## src/rtl/alu_pkg.sv

```systemverilog
`default_nettype none
// +----------------------------------------------------------------+
// | alu_pkg                                                        |
// | Shared ALU opcode constants and serial add/sub state encoding. |
// | Rev 1.0                                                        |
// +----------------------------------------------------------------+
package alu_pkg;

  localparam logic [3:0] OP_SUB = 4'b1011;

  typedef enum logic [1:0] {
    IDLE = 2'd0,
    RUN  = 2'd1,
    DONE = 2'd2
  } state_t;

endpackage
`default_nettype wire

```

## src/rtl/serial_addsub_if.sv

```systemverilog
`default_nettype none
// +----------------------------------------------------------------+
// | serial_addsub_if                                               |
// | Operand/result handshake bundle for the serial add/sub unit.   |
// | Rev 1.0                                                        |
// +----------------------------------------------------------------+
interface serial_addsub_if #(
  parameter int WIDTH = 6
) ();
  logic             in_valid;
  logic             in_ready;
  logic [3:0]       sel;
  logic [WIDTH-1:0] A;
  logic [WIDTH-1:0] B;
  logic             out_valid;
  logic             out_ready;
  logic [WIDTH-1:0] X;
  logic             cout;
  logic             ovf;
  logic             zero;

  modport slave (
    input  in_valid, sel, A, B, out_ready,
    output in_ready, out_valid, X, cout, ovf, zero
  );

  modport master (
    output in_valid, sel, A, B, out_ready,
    input  in_ready, out_valid, X, cout, ovf, zero
  );
endinterface
`default_nettype wire

```

## src/rtl/FullAdder.sv

```systemverilog
`default_nettype none
// +----------------------------------------------------------------+
// | FullAdder                                                      |
// | Single-bit full adder cell.                                    |
// | Rev 1.0                                                        |
// +----------------------------------------------------------------+
module FullAdder (
  input  wire logic a,
  input  wire logic b,
  input  wire logic cin,
  output logic      s,
  output logic      cout
);
  logic w_p;

  assign w_p  = a ^ b;
  assign s    = w_p ^ cin;
  assign cout = (a & b) | (cin & w_p);
endmodule
`default_nettype wire

```

## src/rtl/addsub_digit.sv

```systemverilog
`default_nettype none
// +----------------------------------------------------------------+
// | addsub_digit                                                   |
// | Combinational DIGIT-bit ripple slice of FullAdder cells.       |
// | Rev 1.0                                                        |
// +----------------------------------------------------------------+
module addsub_digit #(
  parameter int DIGIT = 2
) (
  input  wire logic [DIGIT-1:0] a,
  input  wire logic [DIGIT-1:0] b,
  input  wire logic             cin,
  output logic      [DIGIT-1:0] s,
  output logic                  cout,
  output logic                  c_msb_in
);
  logic [DIGIT:0] w_c;

  assign w_c[0] = cin;

  generate
    for (genvar i = 0; i < DIGIT; i++) begin : g_fa
      FullAdder u_fa (
        .a    (a[i]),
        .b    (b[i]),
        .cin  (w_c[i]),
        .s    (s[i]),
        .cout (w_c[i+1])
      );
    end
  endgenerate

  assign cout     = w_c[DIGIT];
  // Carry into the top bit; only meaningful on the most significant digit.
  assign c_msb_in = w_c[DIGIT-1];
endmodule
`default_nettype wire

```

## src/rtl/serial_addsub.sv

```systemverilog
`default_nettype none
// +----------------------------------------------------------------+
// | serial_addsub                                                  |
// | Digit-serial add/subtract with carry, overflow and zero flags. |
// | Rev 1.0                                                        |
// +----------------------------------------------------------------+
module serial_addsub
  import alu_pkg::*;
#(
  parameter int WIDTH = 6,
  parameter int DIGIT = 2
) (
  input  wire logic     clk,
  input  wire logic     rst_n,
  serial_addsub_if.slave bus
);
  localparam int N     = WIDTH / DIGIT;
  localparam int CNT_W = (N > 1) ? $clog2(N) : 1;
  localparam logic [CNT_W-1:0] C_LAST = CNT_W'(N - 1);

  state_t           r_state;
  state_t           w_state_next;
  logic [WIDTH-1:0] r_a;
  logic [WIDTH-1:0] r_b;
  logic [WIDTH-1:0] r_x;
  logic [WIDTH-1:0] w_x_next;
  logic             r_carry;
  logic             r_cout;
  logic             r_ovf;
  logic [CNT_W-1:0] r_cnt;
  logic [DIGIT-1:0] w_a_dig;
  logic [DIGIT-1:0] w_b_dig;
  logic [DIGIT-1:0] w_sum;
  logic             w_dig_cout;
  logic             w_dig_c_msb;
  logic             w_sub;
  logic             w_accept;
  logic             w_last;

  assign w_sub    = (bus.sel == OP_SUB);
  assign w_accept = bus.in_valid && (r_state == IDLE);
  assign w_last   = (r_cnt == C_LAST);

  always_comb begin
    w_a_dig = '0;
    w_b_dig = '0;
    for (int d = 0; d < N; d++) begin
      if (r_cnt == CNT_W'(d)) begin
        w_a_dig = r_a[d*DIGIT +: DIGIT];
        w_b_dig = r_b[d*DIGIT +: DIGIT];
      end
    end
  end

  always_comb begin
    w_x_next = r_x;
    for (int d = 0; d < N; d++) begin
      if (r_cnt == CNT_W'(d)) begin
        w_x_next[d*DIGIT +: DIGIT] = w_sum;
      end
    end
  end

  addsub_digit #(
    .DIGIT (DIGIT)
  ) u_digit (
    .a        (w_a_dig),
    .b        (w_b_dig),
    .cin      (r_carry),
    .s        (w_sum),
    .cout     (w_dig_cout),
    .c_msb_in (w_dig_c_msb)
  );

  always_ff @(posedge clk) begin
    if (!rst_n) begin
      r_state <= IDLE;
    end else begin
      r_state <= w_state_next;
    end
  end

  always_comb begin
    w_state_next = r_state;
    case (r_state)
      IDLE:    if (bus.in_valid)  w_state_next = RUN;
      RUN:     if (w_last)        w_state_next = DONE;
      DONE:    if (bus.out_ready) w_state_next = IDLE;
      default: w_state_next = IDLE;
    endcase
  end

  // Subtraction is A + ~B + 1: B is inverted at capture and the carry seeded to 1.
  always_ff @(posedge clk) begin
    if (!rst_n) begin
      r_a     <= '0;
      r_b     <= '0;
      r_x     <= '0;
      r_carry <= 1'b0;
      r_cout  <= 1'b0;
      r_ovf   <= 1'b0;
      r_cnt   <= '0;
    end else if (w_accept) begin
      r_a     <= bus.A;
      r_b     <= w_sub ? ~bus.B : bus.B;
      r_carry <= w_sub;
      r_cnt   <= '0;
    end else if (r_state == RUN) begin
      r_x     <= w_x_next;
      r_carry <= w_dig_cout;
      if (w_last) begin
        r_cout <= w_dig_cout;
        r_ovf  <= w_dig_cout ^ w_dig_c_msb;
        r_cnt  <= '0;
      end else begin
        r_cnt  <= r_cnt + CNT_W'(1);
      end
    end
  end

  assign bus.in_ready  = (r_state == IDLE);
  assign bus.out_valid = (r_state == DONE);
  assign bus.X         = r_x;
  assign bus.cout      = r_cout;
  assign bus.ovf       = r_ovf;
  assign bus.zero      = (r_x == '0);
endmodule
`default_nettype wire

```

## src/flat_wrapper.sv

```systemverilog
// flat-port wrapper written by rule: the top's interface ports become plain ports
module serial_addsub_flat import alu_pkg::*;
#(
  parameter int WIDTH = 6,
  parameter int DIGIT = 2
)
  (clk, rst_n, bus_in_valid, bus_sel, bus_A, bus_B, bus_out_ready, bus_in_ready, bus_out_valid, bus_X, bus_cout, bus_ovf, bus_zero);
  serial_addsub_if #(.WIDTH(WIDTH)) bus_i ();
  input  wire logic clk;
  input  wire logic rst_n;
  input wire logic [$bits(bus_i.in_valid)-1:0] bus_in_valid;
  input wire logic [$bits(bus_i.sel)-1:0] bus_sel;
  input wire logic [$bits(bus_i.A)-1:0] bus_A;
  input wire logic [$bits(bus_i.B)-1:0] bus_B;
  input wire logic [$bits(bus_i.out_ready)-1:0] bus_out_ready;
  output wire logic [$bits(bus_i.in_ready)-1:0] bus_in_ready;
  output wire logic [$bits(bus_i.out_valid)-1:0] bus_out_valid;
  output wire logic [$bits(bus_i.X)-1:0] bus_X;
  output wire logic [$bits(bus_i.cout)-1:0] bus_cout;
  output wire logic [$bits(bus_i.ovf)-1:0] bus_ovf;
  output wire logic [$bits(bus_i.zero)-1:0] bus_zero;
  assign bus_i.in_valid = bus_in_valid;
  assign bus_i.sel = bus_sel;
  assign bus_i.A = bus_A;
  assign bus_i.B = bus_B;
  assign bus_i.out_ready = bus_out_ready;
  assign bus_in_ready = bus_i.in_ready;
  assign bus_out_valid = bus_i.out_valid;
  assign bus_X = bus_i.X;
  assign bus_cout = bus_i.cout;
  assign bus_ovf = bus_i.ovf;
  assign bus_zero = bus_i.zero;
  serial_addsub #(.WIDTH(WIDTH), .DIGIT(DIGIT)) u_core (.clk(clk), .rst_n(rst_n), .bus(bus_i));
endmodule
```

## config.mk

```make
export PLATFORM = sky130hd
export DESIGN_NAME = serial_addsub_flat
export DESIGN_NICKNAME = d
export VERILOG_FILES = /design/src/rtl/alu_pkg.sv /design/src/rtl/serial_addsub_if.sv /design/src/rtl/FullAdder.sv /design/src/rtl/addsub_digit.sv /design/src/rtl/serial_addsub.sv /design/src/flat_wrapper.sv
export SDC_FILE = /design/constraint.sdc
export NUM_CORES = 1
export LEC_CHECK = 0
export ABC_AREA = 1
export CORE_MARGIN = 1.5
export CORE_UTILIZATION = 51
export DETAILED_ROUTE_END_ITERATION = 8
export PLACE_DENSITY = 0.82
export SLEW_MARGIN = 30
export SYNTH_ARGS = -nofsm -noshare
export SYNTH_HDL_FRONTEND = slang
export SYNTH_HIERARCHICAL = 1
export SYNTH_SLANG_ARGS = --single-unit
```

## constraint.sdc

```tcl
create_clock -name clk -period 7 [get_ports clk]
set_clock_uncertainty 0.2 [all_clocks]
set_input_delay 1.05 -clock clk [delete_from_list [all_inputs] [get_ports clk]]
set_output_delay 1.05 -clock clk [all_outputs]
set_load 0.01 [all_outputs]
```

==> impl_metrics.toml <==
[detailed_routing]
postRouteAntennaNets = 0
drtPass1Iterations = 4
drc = 0
initialDrtViolationCount = 37
via_per_inst = 5.10
wl_per_cell_um = 11.5
wirelength_mm = 2.73
vias = 1214

[final_layout]
syn2layout_area_growth_pct = 27.0
layout_common_cells = "36 x nand2_1, 32 x nor2_1, 30 x clkdlybuf4s50_1"
fin_util_pct = 69.9
drive_gt1_share_pct = 5.71
final_common_cell = "nand2_1"
design_area_um2 = 1580
diodes = 0
layout.nets = 233

[synth]
synth_mux_area_share_pct = 0
syn-num-nets = 201
synth-xor-area-share_pct = 0.706
synth_top_family_by_area = "simple AND/OR/NAND/NOR gates"
synth_top_area_share_pct = 40.3
synth_seq_cells = 25
yosysTopAreaCell = "dfxtp_1"
yosys_warnings = 6
yosysSeqAreaShare_pct = 40.3
ys_types = 19
syn_inst = 179
synth_area_leaders = "dfxtp_1 40%, nand2_1 11%, nor2_1 9.7%"
synth_compound_area_share_pct = 11.5
mappedNetlistArea_um2 = 1240
synthSimpleGateAreaFrac_pct = 32.6
syn_area_per_cell_um2 = 6.93
synth_fa_ha_area_share_pct = 3.23

[global_routing]
grt.overflow.total = 0
grt_pass1_vias = 1090
grt_max_degree = 17
grt_pass1_wl_mm = 4.41
antenna_found_initial = 0
grt.total_usage_pct = 21.5

[die]
start_util_pct = 55.0
core_area_um2 = 2250
die_y_um = 52.3
die_w_um = 52.3
die_area_um2 = 2740
ios = 31
core.rowCount = 17

[critical_path]
cp_max_fo = 3
r2r_slack_ns = 4.49
reg2reg_to = "u_core/bus.ovf"
start_kind = "flop"
crit_path_cell_trace = "nor2_1 > nand2_1 > nor3_1 > clkdlybuf4s50_1"
arrival_ns = 1.48
cp-end-kind = "output pin"
r2r-start = "u_core/r_cnt[0]"
reg2regPathDepth = 10
critPathMaxStageDelay_ns = 0.55
crit_path_top_delay_cell = "clkdlybuf4s50_1"
required_ns = 5.75
critPathKind = "reg -> out"

[power_and_ir_drop]
power_uw = 286
power_density_nw_per_um2 = 182
peakVddDrop_v = 0.000109
p_leak_uw = 0.000767

[clock_tree]
clockBufferDepth = 2
cts_buffers = 3
cts-resized-gates = 0
htreeDepth = 1
ctsRootBufferMaster = "clkbuf_4"
cts_sinks = 25
cts_tree = "done"
postCtsSetupRepairBufs = 0
ctsHoldBuffers = 0
clkTransAtPathRegs_ns = 0.13
clkLatencyLatePin_ns = 0.30

[sta]
holdWs_ns = 0.297
hold_viol_final = 0
max_freq_ghz = 0.366
finalMaxSlewViolations = 0
slew-limit-headroom_pct = 67.3
rsz0062_at_grt = "false"
period_share_pct = 39.0
tightest_slew_ns = 0.489
setup_viol = 0
setup_tns_ns = 0
fin_crit_ns = 2.73

[placement]
place_area_um2 = 1550
portBuffers = 30
hpwl_mm = 2.09
gp_congestion = 0.842

[min_path]
min_path_cells = 2
min-delay-start = "u_core/r_a[2]"
min_path_type = "reg -> reg"
hold_end = "u_core/r_a[2]"

[run]
max-cap-violations = 0

[outcome]
status = "finished, final reports clean"
[kinds of logic (layout without fill, tap and decap cells)]
group / Yosys count / after routing
compound gates: 27 / 27
xor+xnor: 1 / 1
fa+ha+maj: 2 / 2
buf+inv: 34 / 65
flops: 25 / 25
simple gates: 90 / 90
[registers in the layout, indices dropped and copies added (netlist names)]
register	flops
u_core/bus.cout	1
u_core/r_b	6
u_core/bus.X	6
u_core/r_cnt	2
u_core/bus.ovf	1
u_core/r_carry	1
u_core/r_state	2
u_core/r_a	6
[synth_stat cells, drive strengths merged]
| master | n |
|---|---|
| nand2 | 41 |
| nor2 | 34 |
| inv | 30 |
| dfxtp | 25 |
| nand3 | 14 |
| o21ai | 13 |
| a21oi | 12 |
| buf | 3 |
| fa | 2 |
| o221ai | 2 |
| clkinv | 1 |
| nor3 | 1 |
| xor2 | 1 |
[worst max-delay path by stage]
stage	slack, ns	cells after the start	from	end
finish	4.27	4	u_core/bus.X[3]	bus_zero
global placement	4.34	5	rst_n	u_core/r_b[3]
CTS	4.25	4	u_core/bus.X[5]	bus_zero
global route	4.13	4	u_core/bus.X[5]	bus_zero
detailed placement	4.26	5	rst_n	u_core/r_b[3]
floorplan	4.79	10	u_core/r_cnt[0]	u_core/bus.ovf
[cell type report]
| class | instances | area (um2) |
|---|---|---|
| timing repair buffer | 30 | 300 |
| sequential | 25 | 500 |
| fill | 198 | 678 |
| clock buffer | 4 | 26.3 |
| multi-input combinational | 120 | 596 |
| tap | 28 | 35.0 |
| inverter | 31 | 119 |
[worst max-delay path, delay by kind of cell (launching register included)]
| family | cells | cell delay (ns) |
|---|---|---|
| buffers and inverters | 1 | 0.55 |
| DFF | 1 | 0.34 |
| and+or+nand+nor | 3 | 0.28 |
[report_power, final]
group          internal [uW]  switching, uW  leakage [uW]
clock network           22.2           38.7     0.0000150
registers                152           5.45      0.000205
logic                   31.5           36.7      0.000546
total                    205           80.9      0.000767
[routing by layer]
metal / GRT usage (%) / part of all wire [%]
met3: 2.29 / 4.9
met4: 9.83 / 1.1
met5: 0 / 0
met1: 22.4 / 39
met2: 42.1 / 55
[through the flow]
stage          std cells  setup slack (ns)
2_1_floorplan        179              4.79
3_3_place_gp         234              4.34
3_5_place_dp         234              4.26
4_1_cts              238              4.25
5_1_grt              238              4.13
6_report             238              4.27
No activity file was read; power rests on OpenSTA's default activity.
